===== config.mk =====
export PLATFORM = sky130hd
export DESIGN_NAME = kmi_rx_fifo
export DESIGN_NICKNAME = d
export VERILOG_FILES = /design/src/rtl/kmi_rx_fifo.sv
export SDC_FILE = /design/constraint.sdc
export NUM_CORES = 1
export LEC_CHECK = 0
export ABC_CLOCK_PERIOD_IN_PS = 3300
export CORE_ASPECT_RATIO = 2
export CORE_MARGIN = 2
export CORE_UTILIZATION = 55
export DETAILED_ROUTE_END_ITERATION = 7
export DONT_BUFFER_PORTS = 1
export PLACE_DENSITY = 0.67
export SYNTH_ARGS = -nofsm -noshare
export SYNTH_HDL_FRONTEND = slang
export SYNTH_SLANG_ARGS = --single-unit

===== constraint.sdc =====
create_clock -name kmirefclk -period 3.3 [get_ports kmirefclk]
set_clock_uncertainty 0.05 [all_clocks]
set_input_delay 0.66 -clock kmirefclk [delete_from_list [all_inputs] [get_ports kmirefclk]]
set_output_delay 0.66 -clock kmirefclk [all_outputs]
set_load 0.03 [all_outputs]

===== src/rtl/kmi_rx_fifo.sv =====
// Keyboard/mouse serial receiver: synchronised frame decoder feeding an RX FIFO,
// with an APB register window for data, status and control.
module kmi_rx_fifo #(
    parameter int DATA_W     = 8,
    parameter int DEPTH      = 4,
    parameter int PARITY_EN  = 1,
    parameter int PARITY_ODD = 1,
    parameter int TIMEOUT    = 4096
) (
    input  logic        kmirefclk,
    input  logic        nkmirst,
    input  logic        kmiclkin,
    input  logic        kmidatain,
    input  logic        psel,
    input  logic        penable,
    input  logic        pwrite,
    input  logic [1:0]  paddr,
    input  logic [7:0]  pwdata,
    output logic [15:0] prdata,
    output logic        pready,
    output logic        kmiintr
);

    localparam int AW = (DEPTH > 1) ? $clog2(DEPTH) : 1;
    localparam int CW = AW + 1;
    localparam int BW = $clog2(DATA_W + 1);
    localparam int TW = $clog2(TIMEOUT + 1);

    typedef enum logic [1:0] {IDLE, DATA, PARITY, STOP} state_t;

    state_t              state;
    logic                clk_s1, clk_s2, clk_prev, dat_s1, dat_s2;
    logic                fall, din;
    logic [BW-1:0]       bitcnt;
    logic [TW-1:0]       tcnt;
    logic [DATA_W-1:0]   shift;
    logic                par_ok;
    logic [DATA_W-1:0]   mem [DEPTH];
    logic [AW-1:0]       wptr, rptr;
    logic [CW-1:0]       count;
    logic                rxen, inten, ovf, perr, ferr;
    logic                empty, full, acc, rd, wr, pop, push, do_push;
    logic                stop_ev, timeout_hit, ovf_set, perr_set, ferr_set, clr;
    logic                unused_ok;

    assign unused_ok = &{1'b0, pwdata[7:3]};

    always_ff @(posedge kmirefclk or negedge nkmirst) begin
        if (!nkmirst) begin
            clk_s1   <= 1'b1;
            clk_s2   <= 1'b1;
            clk_prev <= 1'b1;
            dat_s1   <= 1'b1;
            dat_s2   <= 1'b1;
        end else begin
            clk_s1   <= kmiclkin;
            clk_s2   <= clk_s1;
            clk_prev <= clk_s2;
            dat_s1   <= kmidatain;
            dat_s2   <= dat_s1;
        end
    end

    assign fall = clk_prev & ~clk_s2;
    assign din  = dat_s2;

    assign empty       = (count == '0);
    assign full        = (count == CW'(DEPTH));
    assign acc         = psel & penable;
    assign rd          = acc & ~pwrite;
    assign wr          = acc & pwrite;
    assign pop         = rd && (paddr == 2'd0) && !empty;
    assign stop_ev     = rxen && (state == STOP) && fall;
    assign timeout_hit = rxen && (state != IDLE) && !fall && (tcnt == TW'(TIMEOUT));
    assign push        = stop_ev && din && par_ok;
    assign do_push     = push && (!full || pop);
    assign ovf_set     = push && full && !pop;
    assign perr_set    = stop_ev && din && !par_ok;
    assign ferr_set    = (stop_ev && !din) || timeout_hit;
    assign clr         = wr && (paddr == 2'd1);
    assign pready      = acc;

    always_ff @(posedge kmirefclk or negedge nkmirst) begin
        if (!nkmirst) begin
            state  <= IDLE;
            bitcnt <= '0;
            tcnt   <= '0;
            shift  <= '0;
            par_ok <= 1'b0;
        end else if (!rxen) begin
            state <= IDLE;
            tcnt  <= '0;
        end else if (state == IDLE) begin
            tcnt <= '0;
            if (fall && !din) begin
                state  <= DATA;
                bitcnt <= '0;
                par_ok <= 1'b1;
            end
        end else if (fall) begin
            tcnt <= '0;
            case (state)
                DATA: begin
                    shift  <= {din, shift[DATA_W-1:1]};
                    bitcnt <= bitcnt + 1'b1;
                    if (bitcnt == BW'(DATA_W - 1))
                        state <= (PARITY_EN != 0) ? PARITY : STOP;
                end
                PARITY: begin
                    par_ok <= ((^{shift, din}) == (PARITY_ODD != 0));
                    state  <= STOP;
                end
                default: state <= IDLE;
            endcase
        end else if (timeout_hit) begin
            state <= IDLE;
            tcnt  <= '0;
        end else begin
            tcnt <= tcnt + 1'b1;
        end
    end

    always_ff @(posedge kmirefclk) begin
        if (do_push)
            mem[wptr] <= shift;
    end

    always_ff @(posedge kmirefclk or negedge nkmirst) begin
        if (!nkmirst) begin
            wptr  <= '0;
            rptr  <= '0;
            count <= '0;
        end else begin
            if (do_push) wptr <= wptr + 1'b1;
            if (pop)     rptr <= rptr + 1'b1;
            case ({do_push, pop})
                2'b10:   count <= count + 1'b1;
                2'b01:   count <= count - 1'b1;
                default: count <= count;
            endcase
        end
    end

    // Set events take priority over a same-cycle write-1-to-clear.
    always_ff @(posedge kmirefclk or negedge nkmirst) begin
        if (!nkmirst) begin
            ovf     <= 1'b0;
            perr    <= 1'b0;
            ferr    <= 1'b0;
            rxen    <= 1'b0;
            inten   <= 1'b0;
            kmiintr <= 1'b0;
        end else begin
            ovf  <= ovf_set  | (ovf  & ~(clr & pwdata[2]));
            perr <= perr_set | (perr & ~(clr & pwdata[1]));
            ferr <= ferr_set | (ferr & ~(clr & pwdata[0]));
            if (wr && (paddr == 2'd2)) begin
                rxen  <= pwdata[0];
                inten <= pwdata[1];
            end
            kmiintr <= inten & (!empty | ovf | perr | ferr);
        end
    end

    always_comb begin
        prdata = '0;
        if (nkmirst && rd) begin
            case (paddr)
                2'd0:    prdata = empty ? 16'h0000 : 16'(mem[rptr]);
                2'd1:    prdata = {ovf, perr, ferr, full, empty, 4'b0000, 7'(count)};
                2'd2:    prdata = {14'd0, inten, rxen};
                default: prdata = '0;
            endcase
        end
    end

endmodule


* After elaboration in Yosys (flattened, before gate mapping)
Memory sizes are Yosys's and may differ from the RTL's.
Index checks and enable logic that the tools add are counted.
** Storage, ports and cells
- Input port bits :: 17
- Memories kept :: 1
- Output and inout bits :: 18
- Memory bits (writable) :: 32
- Word-level logic and storage cells :: 127
- Register bits :: 46
** Cells by class
- Add/sub/neg operators :: 6
- Reduce and logical (&&, ||, !) cells :: 39
- Bitwise logic cells :: 23
- Equality and inequality tests :: 14
- Muxes and demuxes :: 25
** Memory list
- mem :: words 4, bits a word 8, read ports 1, clocked after Yosys merged registers in 0, wr ports 1, line 38 : logic [DATA_W-1:0] mem [DEPTH];
** Operators with widths (count)
- two-way mux 13 bit :: 4
- case mux 16 bit (3 select lines) :: 1
- logical AND 1 bit :: 18
- two-way mux 16 bit :: 1
- two-way mux 4 bit :: 4
- adder 13 x 1 -> 13 bit, second input constant :: 1
- equality test 13 bit, second input constant :: 1
- two-way mux 2 bit :: 6
- AND reduction 4 bit :: 3
- AND 1 bit :: 11
- nonzero test 2 bit :: 5
- parity 9 bit :: 1
- equality test 2 bit, second input constant :: 4
- two-way mux 8 bit :: 1
- equality test 2 x 1 -> 1 bit, second input constant :: 3
- zero test 1 bit :: 6
- two-way mux 1 bit :: 6
- inverter 1 bit :: 6
- OR 1 bit :: 6
- case mux 3 bit (2 select lines) :: 1
- inequality test 5 bit, second input constant :: 1
- adder 2 x 1 -> 2 bit, second input constant :: 2
- adder 4 x 1 -> 4 bit, second input constant :: 1
- equality test 4 x 3 -> 1 bit, second input constant :: 1
- other kinds (11) :: 13

* Logic depth before layout (Yosys ltp)
Gate-level depths: netlist (run 1).
- Word-level depth :: 9
- Mapped depth :: 9
- Gate-level depth less buffers :: 8

* Worst setup path after synthesis (run 1)
OpenSTA, ideal clock, no wires.
- Path type :: input-to-output
- Start :: in psel
- End :: out prdata[3]
- Buffers on the path :: 0
- Stages :: 4
- Required time :: 2590 ps
- Arrival time :: 2051 ps
- Setup slack :: 539 ps
- Path through :: nand2_1 -> nor4b_1 -> nand3b_1 -> nor2b_1
** Between the ends
- Word-level cells in the longest chain between the ends :: 4
** Ends and longest elaborated chain
- start: declaration :: line 14 : input logic psel,
- AND 1 bit :: line 69 : assign acc = psel & penable;
- AND 1 bit :: line 70 : assign rd = acc & ~pwrite;
- logical AND 1 bit :: line 167 : if (nkmirst && rd) begin
- two-way mux 16 bit :: line 167
- end: declaration :: line 19 : output logic [15:0] prdata,
No other way between the ends.

* Worst setup path after layout (run 1)
- Start :: reg rptr[0]
- End :: out prdata[1]
** Between the ends
- Word-level cells in the longest chain between the ends :: 4
** Ends and longest elaborated chain
- start: declaration :: line 39 : logic [AW-1:0] wptr, rptr;
- start signal: assignment :: line 135 : if (pop) rptr <= rptr + 1'b1;
- memory read (4 x 8 bit)
- two-way mux 8 bit :: line 169 : 2'd0: prdata = empty ? 16'h0000 : 16'(mem[rptr]);
- case mux 16 bit (3 select lines) :: line 168 : case (paddr)
- two-way mux 16 bit :: line 167
No other way between the ends.

==> impl_metrics.prom, run 1 <==
# TYPE chip_impl_metric gauge
chip_impl_info{name="tritoncts",value="done"} 1
chip_impl_info{name="ctsRootBufferMaster",value="clkbuf_16"} 1
chip_impl_metric{name="firstDrtPassIters",unit=""} 4
chip_impl_metric{name="fin_tns_setup",unit="ns"} 0
chip_impl_metric{name="post-route-drc-count",unit=""} 0
chip_impl_info{name="setup.worst_path.class",value="reg -> out"} 1
chip_impl_metric{name="die_height",unit="um"} 120
chip_impl_metric{name="worstPathMaxFanout",unit=""} 10
chip_impl_metric{name="worst_ep_arrival_time",unit="ns"} 2.15
chip_impl_metric{name="cap_violations",unit=""} 0
chip_impl_info{name="list_of_cells_traversed_by_the_critical_path",value="mux4_2 > nand3b_1 > a21oi_1 > a21oi_1 > nor2_1"} 1
chip_impl_metric{name="holdWs",unit="ns"} 0.109
chip_impl_info{name="top_cell_type_by_total_area_after_synthesis",value="dfrtp_1"} 1
chip_impl_metric{name="synth_edf_count",unit=""} 32
chip_impl_metric{name="crit_path_max_incr_delay",unit="ns"} 0.71
chip_impl_metric{name="synth.yosys.seq_area_share",unit="%"} 57.2
chip_impl_metric{name="pwr_density",unit="nW/um2"} 681
chip_impl_info{name="status",value="finished, final reports clean"} 1
chip_impl_metric{name="synth_cell_types",unit=""} 49
chip_impl_metric{name="port_buffers",unit=""} 0
chip_impl_metric{name="finalCritPeriodShare",unit="%"} 86.7
chip_impl_metric{name="initial_utilization",unit="%"} 56.4
chip_impl_metric{name="postSynthCellCount",unit=""} 302
chip_impl_metric{name="vias_per_cell",unit=""} 5.60
chip_impl_metric{name="grt.overflow.total",unit=""} 0
chip_impl_metric{name="finish.net_count",unit=""} 343
chip_impl_info{name="synth_ff_type",value="dfrtp_1"} 1
chip_impl_metric{name="clock-sinks",unit=""} 78
chip_impl_metric{name="postSynth.asyncResetShare",unit="%"} 59.0
chip_impl_metric{name="antenna_violating_nets_post_route",unit=""} 0
chip_impl_metric{name="maxClockFrequency",unit="MHz"} 350
chip_impl_metric{name="antennaDiodeCount",unit=""} 0
chip_impl_metric{name="grt_pass1_wl",unit="um"} 10900
chip_impl_info{name="timing.critical_path.slowest_stage_cell",value="dfrtp_1"} 1
chip_impl_metric{name="syn_avg_cell_area",unit="um2"} 12.3
chip_impl_metric{name="cp.required",unit="ns"} 2.59
chip_impl_metric{name="leakagePower",unit="nW"} 1.65
chip_impl_metric{name="cts_post_setup_buffers_inserted",unit=""} 0
chip_impl_metric{name="number_of_buffers_added_by_the_clock_tree_synthesis_step",unit=""} 9
chip_impl_metric{name="dr.first_iter.drc_count",unit=""} 158
chip_impl_metric{name="mappedNetlistArea",unit="um2"} 3710
chip_impl_metric{name="die-area",unit="um2"} 7450
chip_impl_info{name="ys_top_cells_by_area",value="dfrtp_1 28%, edfxtp_1 26%, mux4_2 4.9%, xnor2_1 4.5%, ha_1 3.7%"} 1
chip_impl_metric{name="antenna_found_initial",unit=""} 1
chip_impl_metric{name="synth_top_area_share",unit="%"} 27.7
chip_impl_info{name="critPathCaptureType",value="output port"} 1
chip_impl_metric{name="gr-usage-all-layers",unit="%"} 20.8
chip_impl_info{name="cp-startpoint",value="rptr[0]"} 1
chip_impl_info{name="unrepaired_setup_endpoints_after_global_routing",value="no"} 1
chip_impl_metric{name="die_w",unit="um"} 62.0
chip_impl_metric{name="worstMarginPinSlew",unit="ns"} 0.588
chip_impl_metric{name="setup_viol",unit=""} 0
chip_impl_metric{name="first_global_vias",unit=""} 2299
chip_impl_metric{name="clk_transition_reported_paths",unit="ns"} 0.06
chip_impl_metric{name="h_tree_depth",unit=""} 3
chip_impl_metric{name="routabilityCongestion",unit=""} 0.751
chip_impl_info{name="worst_setup_path_start_kind",value="flop"} 1
chip_impl_metric{name="post_cts_hold_buffer_count",unit=""} 1
chip_impl_metric{name="worst_slew_margin_rel",unit="%"} 60.8
chip_impl_metric{name="io_pins",unit=""} 35
chip_impl_metric{name="ir_worst_vdd",unit="uV"} 433
chip_impl_metric{name="period_minus_slack",unit="ns"} 2.86
chip_impl_info{name="rr_startpoint",value="state[0]"} 1
chip_impl_metric{name="multi_input_area",unit="um2"} 1480
chip_impl_metric{name="insertion_delay",unit="ns"} 0.34
chip_impl_metric{name="regArea",unit="um2"} 2120
chip_impl_metric{name="syn_to_final_growth",unit="%"} 12.6
chip_impl_metric{name="hold_violations",unit=""} 0
chip_impl_metric{name="synth.yosys.warnings",unit=""} 0
chip_impl_metric{name="max_slew_violation_total_from_the_final_report",unit=""} 0
chip_impl_metric{name="share_of_cells_above_drive_strength_1",unit="%"} 16.6
chip_impl_metric{name="fp.coreArea",unit="um2"} 6570
chip_impl_metric{name="wl_per_cell",unit="um"} 16.6
chip_impl_metric{name="flip_flop_and_latch_count_after_synthesis",unit=""} 78
chip_impl_metric{name="floorplan.rows",unit=""} 42
chip_impl_metric{name="grt_start_max_net_pins",unit=""} 42
chip_impl_metric{name="final_wirelength",unit="um"} 6770
chip_impl_metric{name="post_cts_resize_count",unit=""} 0
chip_impl_info{name="most_prevalent_standard_cell_on_the_critical_path",value="a21oi_1"} 1
chip_impl_metric{name="filler_cell_count",unit=""} 532
chip_impl_metric{name="route.vias.total",unit=""} 2279
chip_impl_info{name="min_path_type",value="in -> async"} 1
chip_impl_metric{name="dp.final_hpwl",unit="um"} 4720
chip_impl_metric{name="clock_path_buffers",unit=""} 2
layout by cell type (no fill, tap or decap), types with 2 or more instances in the layout:
cell,n
mux2_2,11
and2_1,5
nor4b_1,3
nor2b_1,8
edfxtp_1,32
mux4_2,8
dfrtp_1,41
conb_1,3
a31oi_1,3
bufinv_16,2
nor3_1,3
nand4_1,3
clkbuf_16,9
dfstp_2,5
xnor2_1,19
ha_1,11
nand3b_1,4
clkinv_2,2
buf_4,9
xor2_1,6
o21ai_0,7
or3_1,2
nor4_1,2
inv_1,15
a21oi_1,10
nand2_1,23
nand3_1,15
and3_1,6
nor2_1,26
nand2b_1,3
final timing paths:
check / end / slack [ns] / cells after the start
worst min register to register: clk_s2 / 0.31 / 0
min in group kmirefclk: dat_s1 / 0.27 / 0
worst max register to register: count[2] / 0.63 / 8
worst min-delay path: shift[5] / 0.11 / 1
max in group asynchronous: tcnt[12] / 2.88 / 1
worst max-delay path: prdata[1] / 0.44 / 5
metrics by stage:
step | worst slack, ns | utilization [%] | instance area [um2] | total power, mW | cells
2_1_floorplan | 0.539 | - | 3710 | 1.69 | 304
3_3_place_gp | 0.641 | 58.3 | 3830 | 1.80 | 390
3_5_place_dp | 0.630 | 58.3 | 3830 | 1.82 | 390
4_1_cts | 0.371 | 63.5 | 4170 | 2.87 | 407
5_1_grt | 0.282 | 63.5 | 4170 | 2.98 | 407
6_report | 0.440 | 63.5 | 4170 | 2.84 | 407
routing by layer:
layer,GRT usage (%),vias up,routed length (um)
li1,-,1093,-
met1,21.8,1139,2480
met2,36.3,32,3910
met3,5.93,15,200
met4,8.91,0,178
met5,0,-,0
area by class of cell:
cell class	count	area share, %
Inverter	15	1.35
Clock inverter	6	2.07
Clock buffer	10	5.49
Timing Repair Buffer	10	2.28
Tap cell	88	2.64
Sequential cell	78	50.8
Multi-Input combinational cell	200	35.4
kinds of logic after synthesis:
| family | Yosys count | share of synthesized area (%) |
|---|---|---|
| xor gates and xnor gates | 25 | 5.91 |
| AOI/OAI and AO/OA | 31 | 5.40 |
| muxes | 20 | 8.47 |
| adders and majority gates | 12 | 4.25 |
| buffers and inverters | 26 | 3.21 |
| and+or+nand+nor | 109 | 15.5 |
| other | 1 | 0.101 |
| DFF | 78 | 57.2 |
registers in the layout (all words and copies together), names as in the netlist, 2 cells and up:
| name | flops |
|---|---|
| state | 2 |
| rptr | 2 |
| wptr | 2 |
| bitcnt | 4 |
| mem | 32 |
| tcnt | 13 |
| shift | 8 |
| count | 3 |
worst max-delay path: cells and delay by family (launching register included):
kind | cells | cell delay, ns
simple gates | 2 | 0.52
mux | 1 | 0.34
flops | 1 | 0.71
compound gates | 2 | 0.23
Yosys cell counts, types with 3 or more instances:
| master | number |
|---|---|
| nand3_1 | 15 |
| edfxtp_1 | 32 |
| a31oi_1 | 3 |
| inv_1 | 15 |
| clkbuf_1 | 5 |
| nor2_1 | 26 |
| nor3_1 | 3 |
| nand2b_1 | 3 |
| nor4b_1 | 3 |
| o21ai_0 | 7 |
| ha_1 | 11 |
| dfrtp_1 | 41 |
| and3_1 | 6 |
| a21oi_1 | 10 |
| xnor2_1 | 19 |
| buf_4 | 3 |
| xor2_1 | 6 |
| nor2b_1 | 8 |
| mux2_2 | 11 |
| nand2_1 | 23 |
| nand3b_1 | 4 |
| mux4_2 | 8 |
| nand4_1 | 3 |
| and2_1 | 5 |
| dfstp_2 | 5 |
power breakdown:
group | internal, mW | switching [mW] | total, mW
Sequential | 1.12 | 0.168 | 1.29
Combinational | 0.263 | 0.248 | 0.511
Clock | 0.660 | 0.381 | 1.04
No activity file was read; power rests on OpenSTA's default activity.
==> inputs of run 2 (changes only) <==
- ABC_AREA: unset -> 1
==> run 2 against run 1 <==
  * First-iteration DRC count is 3.2% lower
  * Final cell count is 31% higher
  * Maximum frequency is 0.45% lower
  * Via count is 22% higher
  * Highest routed layer unchanged
  * Wire length is 12% higher
  * Register-to-register slack better by 0.44 ns
  * Total power is 6.9% lower
  * Clock power is 8% lower
  * Critical endpoint unchanged
  * Critical path depth is 1 higher
==> impl_metrics.prom, run 2 <==
# TYPE chip_impl_metric gauge
chip_impl_info{name="status",value="finished, final reports clean"} 1
chip_impl_metric{name="cts_post_setup_buffers_inserted",unit=""} 0
chip_impl_info{name="layout.cells.most_common",value="nand2_1"} 1
chip_impl_metric{name="critPathBufInv",unit=""} 2
chip_impl_metric{name="syn_avg_cell_area",unit="um2"} 9.14
chip_impl_metric{name="postSynthCellCount",unit=""} 430
chip_impl_metric{name="grt_start_max_net_pins",unit=""} 42
chip_impl_metric{name="port_buffers",unit=""} 0
chip_impl_metric{name="cap_violations",unit=""} 0
chip_impl_metric{name="die-area",unit="um2"} 7880
chip_impl_metric{name="clk_transition_reported_paths",unit="ns"} 0.06
chip_impl_metric{name="filler_cell_count",unit=""} 588
chip_impl_info{name="synth_ff_type",value="dfrtp_1"} 1
chip_impl_metric{name="io_pins",unit=""} 35
chip_impl_metric{name="crit_path_max_incr_delay",unit="ns"} 0.57
chip_impl_metric{name="worstPathMaxFanout",unit=""} 17
chip_impl_metric{name="synth_edf_count",unit=""} 32
chip_impl_metric{name="synth.yosys.seq_area_share",unit="%"} 53.9
chip_impl_metric{name="period_minus_slack",unit="ns"} 2.87
chip_impl_info{name="max_flop_register",value="mem"} 1
chip_impl_metric{name="cp.required",unit="ns"} 2.59
chip_impl_info{name="family_with_the_most_delay_on_the_worst_path",value="compound AO/OA/AOI/OAI gates"} 1
chip_impl_metric{name="pwr_density",unit="nW/um2"} 611
chip_impl_metric{name="maxClockFrequency",unit="MHz"} 348
chip_impl_metric{name="max_slew_violation_total_from_the_final_report",unit=""} 0
chip_impl_metric{name="worstMarginPinSlew",unit="ns"} 0.791
chip_impl_metric{name="syn_to_final_growth",unit="%"} 10.1
chip_impl_metric{name="floorplan.rows",unit=""} 43
chip_impl_metric{name="antenna_found_initial",unit=""} 0
chip_impl_metric{name="grt.overflow.total",unit=""} 0
chip_impl_info{name="tritoncts",value="done"} 1
chip_impl_metric{name="ir_worst_vdd",unit="uV"} 391
chip_impl_info{name="grt_most_used_layer",value="met2"} 1
chip_impl_metric{name="synth.yosys.warnings",unit=""} 0
chip_impl_info{name="reg_top3",value="mem: 32 flops, tcnt: 13 flops, shift: 8 flops"} 1
chip_impl_info{name="synth_most_common_cell",value="nand2_1"} 1
chip_impl_metric{name="antenna_violating_nets_post_route",unit=""} 0
chip_impl_info{name="mostFrequentLayoutCells",value="86 x nand2_1, 60 x nor2_1, 45 x inv_1"} 1
chip_impl_metric{name="holdWs",unit="ns"} 0.115
chip_impl_info{name="setup.worst_path.class",value="reg -> out"} 1
chip_impl_info{name="top_cell_type_by_total_area_after_synthesis",value="dfrtp_1"} 1
chip_impl_metric{name="clock_path_buffers",unit=""} 2
chip_impl_metric{name="regArea",unit="um2"} 2120
chip_impl_metric{name="dp.final_hpwl",unit="um"} 5430
chip_impl_metric{name="initial_utilization",unit="%"} 56.6
chip_impl_metric{name="worst_slew_margin_rel",unit="%"} 47.1
chip_impl_metric{name="routabilityCongestion",unit=""} 0.790
chip_impl_metric{name="number_of_buffers_added_by_the_clock_tree_synthesis_step",unit=""} 9
chip_impl_info{name="timing.critical_path.slowest_stage_cell",value="dfrtp_1"} 1
chip_impl_info{name="min_path_type",value="in -> async"} 1
chip_impl_info{name="ys_top_cells_by_count",value="86 x nand2_1, 60 x nor2_1, 45 x inv_1"} 1
chip_impl_metric{name="finalPower",unit="mW"} 2.65
chip_impl_info{name="critPathCaptureType",value="output port"} 1
chip_impl_metric{name="finish.net_count",unit=""} 467
chip_impl_metric{name="die_w",unit="um"} 63.8
chip_impl_metric{name="worst_ep_arrival_time",unit="ns"} 2.16
chip_impl_metric{name="multi_input_area",unit="um2"} 1530
chip_impl_metric{name="final_wirelength",unit="um"} 7600
chip_impl_metric{name="synth_cell_types",unit=""} 43
chip_impl_metric{name="flip_flop_and_latch_count_after_synthesis",unit=""} 78
chip_impl_metric{name="grt_use_met3",unit="%"} 3.64
chip_impl_metric{name="post-route-drc-count",unit=""} 0
chip_impl_metric{name="route.vias.total",unit=""} 2772
chip_impl_metric{name="insertion_delay",unit="ns"} 0.34
chip_impl_metric{name="share_of_cells_above_drive_strength_1",unit="%"} 13.8
chip_impl_metric{name="finalCritPeriodShare",unit="%"} 87.0
chip_impl_metric{name="hold_violations",unit=""} 0
chip_impl_metric{name="grt_pass1_wl",unit="um"} 12700
chip_impl_info{name="ys_top_cells_by_area",value="dfrtp_1 26%, edfxtp_1 24%, nand2_1 8.2%, nor2_1 5.7%, inv_1 4.3%"} 1
chip_impl_metric{name="h_tree_depth",unit=""} 3
chip_impl_metric{name="fp.coreArea",unit="um2"} 6940
chip_impl_metric{name="fin_tns_setup",unit="ns"} 0
chip_impl_metric{name="clock-sinks",unit=""} 78
chip_impl_metric{name="die_height",unit="um"} 124
chip_impl_info{name="unrepaired_setup_endpoints_after_global_routing",value="no"} 1
chip_impl_metric{name="largest_reg_flops",unit=""} 32
chip_impl_metric{name="antennaDiodeCount",unit=""} 0
chip_impl_metric{name="first_global_vias",unit=""} 2797
chip_impl_metric{name="vias_per_cell",unit=""} 5.20
chip_impl_metric{name="gr-usage-all-layers",unit="%"} 21.4
chip_impl_info{name="worst_setup_path_start_kind",value="flop"} 1
chip_impl_metric{name="wl_per_cell",unit="um"} 14.3
chip_impl_info{name="ctsRootBufferMaster",value="clkbuf_16"} 1
chip_impl_metric{name="dr.first_iter.drc_count",unit=""} 153
chip_impl_metric{name="firstDrtPassIters",unit=""} 4
chip_impl_metric{name="mappedNetlistArea",unit="um2"} 3930
chip_impl_metric{name="synth_top_area_share",unit="%"} 26.1
chip_impl_metric{name="met2_routing_resource_usage_after_global_routing",unit="%"} 41.3
chip_impl_metric{name="leakagePower",unit="nW"} 1.89
chip_impl_info{name="list_of_cells_traversed_by_the_critical_path",value="clkinv_1 > buf_4 > o21ai_0 > o22ai_1 > nand2_1 > a31oi_1"} 1
chip_impl_metric{name="postSynth.asyncResetShare",unit="%"} 59.0
chip_impl_metric{name="setup_viol",unit=""} 0
chip_impl_metric{name="gr-usage-met1",unit="%"} 21.6
==> run 2: cell types whose count changed in the layout (fill, tap and decap cells not counted), sizes merged, moves of 11 or more <==
| cell | delta |
|---|---|
| inv | +39 |
| nand2 | +72 |
| nor2 | +39 |
| mux2 | -11 |
| xnor2 | -17 |
| o21ai | +27 |
==> run 2: cells by family (layout without fill, tap and decap cells) <==
group | after synthesis | after routing | share of synthesized area (%)
fa+ha+maj | 12 | 12 | 4.01
xor+xnor | 12 | 12 | 2.67
buf+inv | 68 | 79 | 7.32
simple gates | 203 | 203 | 24.4
compound gates | 56 | 56 | 7.58
other cells | 1 | 3 | 0.0954
flops | 78 | 78 | 53.9
==> run 2: final cells by class <==
cell class,count,share of cell area (%)
sequential,78,48.9
multi-input combinational,286,35.4
clock buffer,10,5.29
inverter,57,5.00
tap,90,2.60
clock inverter,6,1.45
timing repair buffer,6,1.33
==> run 2: power by group <==
group	total, mW	leakage, nW	internal (mW)	switching (mW)
Sequential	1.21	0.907	1.08	0.126
Clock	0.961	0.136	0.582	0.378
Combinational	0.479	0.847	0.174	0.305
==> run 2: what timing repair did <==
action	CTS	global route
resized for setup	0	0
hold buffers	1	0
endpoints found under the hold margin	41	0
==> run 2: layer usage <==
metal	wire [um]	share of wire (%)
met2	4520	60
met4	174	2.3
met1	2760	36
met5	0	0
met3	143	1.9
==> run 2: path summary, 6_finish.rpt <==
| check | from | slack (ns) | end | cells past startpoint |
|---|---|---|---|---|
| worst max-delay path | rptr[0] | 0.43 | prdata[1] | 6 |
| worst min-delay path | nkmirst | 0.11 | clk_prev | 0 |
| worst max register to register | state[0] | 1.07 | mem[2][7] | 7 |
| worst min register to register | dat_s1 | 0.31 | dat_s2 | 0 |
| max in group asynchronous | nkmirst | 2.86 | rptr[0] | 1 |
| min in group kmirefclk | kmiclkin | 0.27 | clk_s1 | 0 |
==> run 2: metrics by stage <==
| step | util (%) | instances | setup WS, ns | instance area, um2 |
|---|---|---|---|---|
| finish | 62.4 | 533 | 0.428 | 4330 |
| global route | 62.4 | 533 | 0.261 | 4330 |
| CTS | 62.4 | 533 | 0.394 | 4330 |
| detailed placement | 57.9 | 516 | 0.655 | 4020 |
| global placement | 57.9 | 516 | 0.692 | 4020 |
| floorplan | - | 432 | 0.860 | 3940 |
==> inputs of run 3 (changes only) <==
- ABC_CLOCK_PERIOD_IN_PS: 3300 -> 3060
- SETUP_SLACK_MARGIN: unset -> 0.1
- clock period: 3.3 -> 3.06 ns (I/O delays scaled with it)
==> run 3 against run 2 <==
  * Clock power shrank 2.6%
  * Cell area grew 0.32%
  * First-iteration DRC count shrank 20%
  * Die area unchanged
  * Count of clock-buffer cells in the layout grew 1
  * Sequential cell count stayed put
  * Hold slack lost 0.037 ns
  * Sequential share of layout area shrank 0.16 points
  * Combinational power grew 15%
  * Total power rose by 4.2%
  * Critical endpoint unchanged
  * Largest cell class unchanged
  * Largest power group unchanged
==> impl_metrics.prom, run 3 (synthesis gave the netlist of run 2 again) <==
# TYPE chip_impl_metric gauge
chip_impl_metric{name="floorplan.rows",unit=""} 43
chip_impl_metric{name="max_slew_violation_total_from_the_final_report",unit=""} 0
chip_impl_metric{name="first_global_vias",unit=""} 2890
chip_impl_metric{name="vias_per_cell",unit=""} 5.17
chip_impl_metric{name="worstMarginPinSlew",unit="ns"} 0.746
chip_impl_info{name="unrepaired_setup_endpoints_after_global_routing",value="no"} 1
chip_impl_metric{name="die-area",unit="um2"} 7880
chip_impl_info{name="worst_setup_path_start_kind",value="flop"} 1
chip_impl_info{name="ctsRootBufferMaster",value="clkbuf_16"} 1
chip_impl_info{name="min_path_type",value="in -> async"} 1
chip_impl_info{name="mostFrequentLayoutCells",value="86 x nand2_1, 60 x nor2_1, 45 x inv_1"} 1
chip_impl_metric{name="ir_worst_vdd",unit="uV"} 416
chip_impl_metric{name="cell_total_after_placement",unit=""} 521
chip_impl_metric{name="fp.coreArea",unit="um2"} 6940
chip_impl_metric{name="largest_reg_flops",unit=""} 32
chip_impl_metric{name="final_wirelength",unit="um"} 7600
chip_impl_metric{name="cp.required",unit="ns"} 2.40
chip_impl_metric{name="leakagePower",unit="nW"} 1.93
chip_impl_info{name="setup.worst_path.class",value="reg -> out"} 1
chip_impl_metric{name="maxClockFrequency",unit="MHz"} 358
chip_impl_metric{name="syn_to_final_growth",unit="%"} 10.5
chip_impl_metric{name="clock-sinks",unit=""} 78
chip_impl_metric{name="hold_violations",unit=""} 0
chip_impl_metric{name="grt.overflow.total",unit=""} 0
chip_impl_metric{name="die_w",unit="um"} 63.8
chip_impl_info{name="timing.critical_path.slowest_stage_cell",value="a31oi_1"} 1
chip_impl_metric{name="finish.net_count",unit=""} 472
chip_impl_metric{name="port_buffers",unit=""} 0
chip_impl_metric{name="h_tree_depth",unit=""} 3
chip_impl_metric{name="antenna_found_initial",unit=""} 0
chip_impl_metric{name="setup_viol",unit=""} 0
chip_impl_metric{name="crit_path_max_incr_delay",unit="ns"} 0.56
chip_impl_metric{name="pwr_density",unit="nW/um2"} 635
chip_impl_metric{name="grt_start_max_net_pins",unit=""} 42
chip_impl_metric{name="final-instance-count-excl-fill",unit=""} 538
chip_impl_metric{name="antenna_violating_nets_post_route",unit=""} 0
chip_impl_metric{name="post-route-drc-count",unit=""} 0
chip_impl_metric{name="dpl_worst_slack",unit="ns"} 0.605
chip_impl_info{name="layout.cells.most_common",value="nand2_1"} 1
chip_impl_metric{name="finalCritPeriodShare",unit="%"} 91.4
chip_impl_metric{name="io_pins",unit=""} 35
chip_impl_metric{name="timing.final.ws_setup",unit="ns"} 0.264
chip_impl_metric{name="worstPathMaxFanout",unit=""} 10
chip_impl_metric{name="clock_path_buffers",unit=""} 2
chip_impl_info{name="tritoncts",value="done"} 1
chip_impl_metric{name="period_minus_slack",unit="ns"} 2.80
chip_impl_metric{name="worst_ep_arrival_time",unit="ns"} 2.13
chip_impl_metric{name="cap_violations",unit=""} 0
chip_impl_metric{name="die_height",unit="um"} 124
chip_impl_metric{name="number_of_buffers_added_by_the_clock_tree_synthesis_step",unit=""} 9
chip_impl_metric{name="fin_tns_setup",unit="ns"} 0
chip_impl_metric{name="insertion_delay",unit="ns"} 0.32
chip_impl_metric{name="dr.first_iter.drc_count",unit=""} 123
chip_impl_info{name="reg_top3",value="mem: 32 flops, tcnt: 13 flops, shift: 8 flops"} 1
chip_impl_metric{name="antennaDiodeCount",unit=""} 0
chip_impl_info{name="critPathCaptureType",value="output port"} 1
chip_impl_metric{name="wl_per_cell",unit="um"} 14.1
chip_impl_metric{name="gr-usage-all-layers",unit="%"} 21.3
chip_impl_metric{name="routabilityCongestion",unit=""} 0.813
chip_impl_info{name="max_flop_register",value="mem"} 1
chip_impl_metric{name="worst_slew_margin_rel",unit="%"} 50.0
chip_impl_metric{name="share_of_cells_above_drive_strength_1",unit="%"} 15.0
chip_impl_metric{name="post_cts_resize_count",unit=""} 0
chip_impl_metric{name="clk_transition_reported_paths",unit="ns"} 0.05
chip_impl_metric{name="firstDrtPassIters",unit=""} 4
chip_impl_metric{name="grt_pass1_wl",unit="um"} 12700
chip_impl_metric{name="route.vias.total",unit=""} 2780
chip_impl_info{name="list_of_cells_traversed_by_the_critical_path",value="inv_1 > o21ai_0 > o22ai_1 > nand2_1 > a31oi_1"} 1
chip_impl_metric{name="finalPower",unit="mW"} 2.76
chip_impl_metric{name="dp.final_hpwl",unit="um"} 5460
chip_impl_info{name="status",value="finished, final reports clean"} 1
chip_impl_metric{name="initial_utilization",unit="%"} 56.6
run 3: stage by stage:
step / hold slack [ns] / cell area [um2] / utilization (%)
3_3_place_gp: 0.269 / 4060 / 58.4
3_5_place_dp: 0.269 / 4060 / 58.4
4_1_cts: 0.0704 / 4340 / 62.6
5_1_grt: 0.0612 / 4340 / 62.6
6_report: 0.0775 / 4340 / 62.6
2_1_floorplan: 0.266 / 3940 / -
run 3: power by group:
part           internal, mW  total [mW]  switching (mW)
clock                 0.563       0.936           0.373
combinational         0.188       0.549           0.361
sequential             1.17        1.27           0.107
total                  1.92        2.76           0.841
run 3: area by class of cell:
cell class	instances	area [um2]
Fill cell	586	2600
Inverter	57	216
Multi-Input combinational cell	286	1530
Timing Repair Buffer	11	95.1
Clock buffer	11	243
Tap cell	90	113
Sequential cell	78	2120
Clock inverter	5	25.0
run 3: path summary, 6_finish.rpt:
| check | startpoint | to | slack, ns | cells after the start |
|---|---|---|---|---|
| min in group kmirefclk | kmiclkin | clk_s1 | 0.23 | 0 |
| worst min-delay path | nkmirst | shift[5] | 0.08 | 1 |
| worst max register to register | state[0] | state[0] | 1.18 | 10 |
| worst max-delay path | rptr[1] | prdata[1] | 0.26 | 5 |
| worst min register to register | clk_s1 | clk_s2 | 0.31 | 0 |
| max in group asynchronous | nkmirst | wptr[0] | 2.66 | 1 |
run 3: per-layer routing:
layer | up-vias | wire length, um | global-route usage [%]
met5 | - | 0 | 0
met4 | 0 | 206 | 10.9
met3 | 14 | 139 | 3.82
met2 | 27 | 4550 | 41.8
met1 | 1334 | 2700 | 20.5
li1 | 1405 | - | -
run 3: worst max-delay path, delay by kind of cell (launching register included):
| family | cells | cell delay (ns) |
|---|---|---|
| and+or+nand+nor | 1 | 0.10 |
| AOI/OAI and AO/OA | 3 | 0.92 |
| buffers and inverters | 1 | 0.29 |
| DFF | 1 | 0.50 |
run 3: repair_timing:
item,in CTS,in global routing
setup endpoints to repair,0,0
endpoints found under the hold margin,41,0
buffers inserted,0,0
hold buffers,1,0
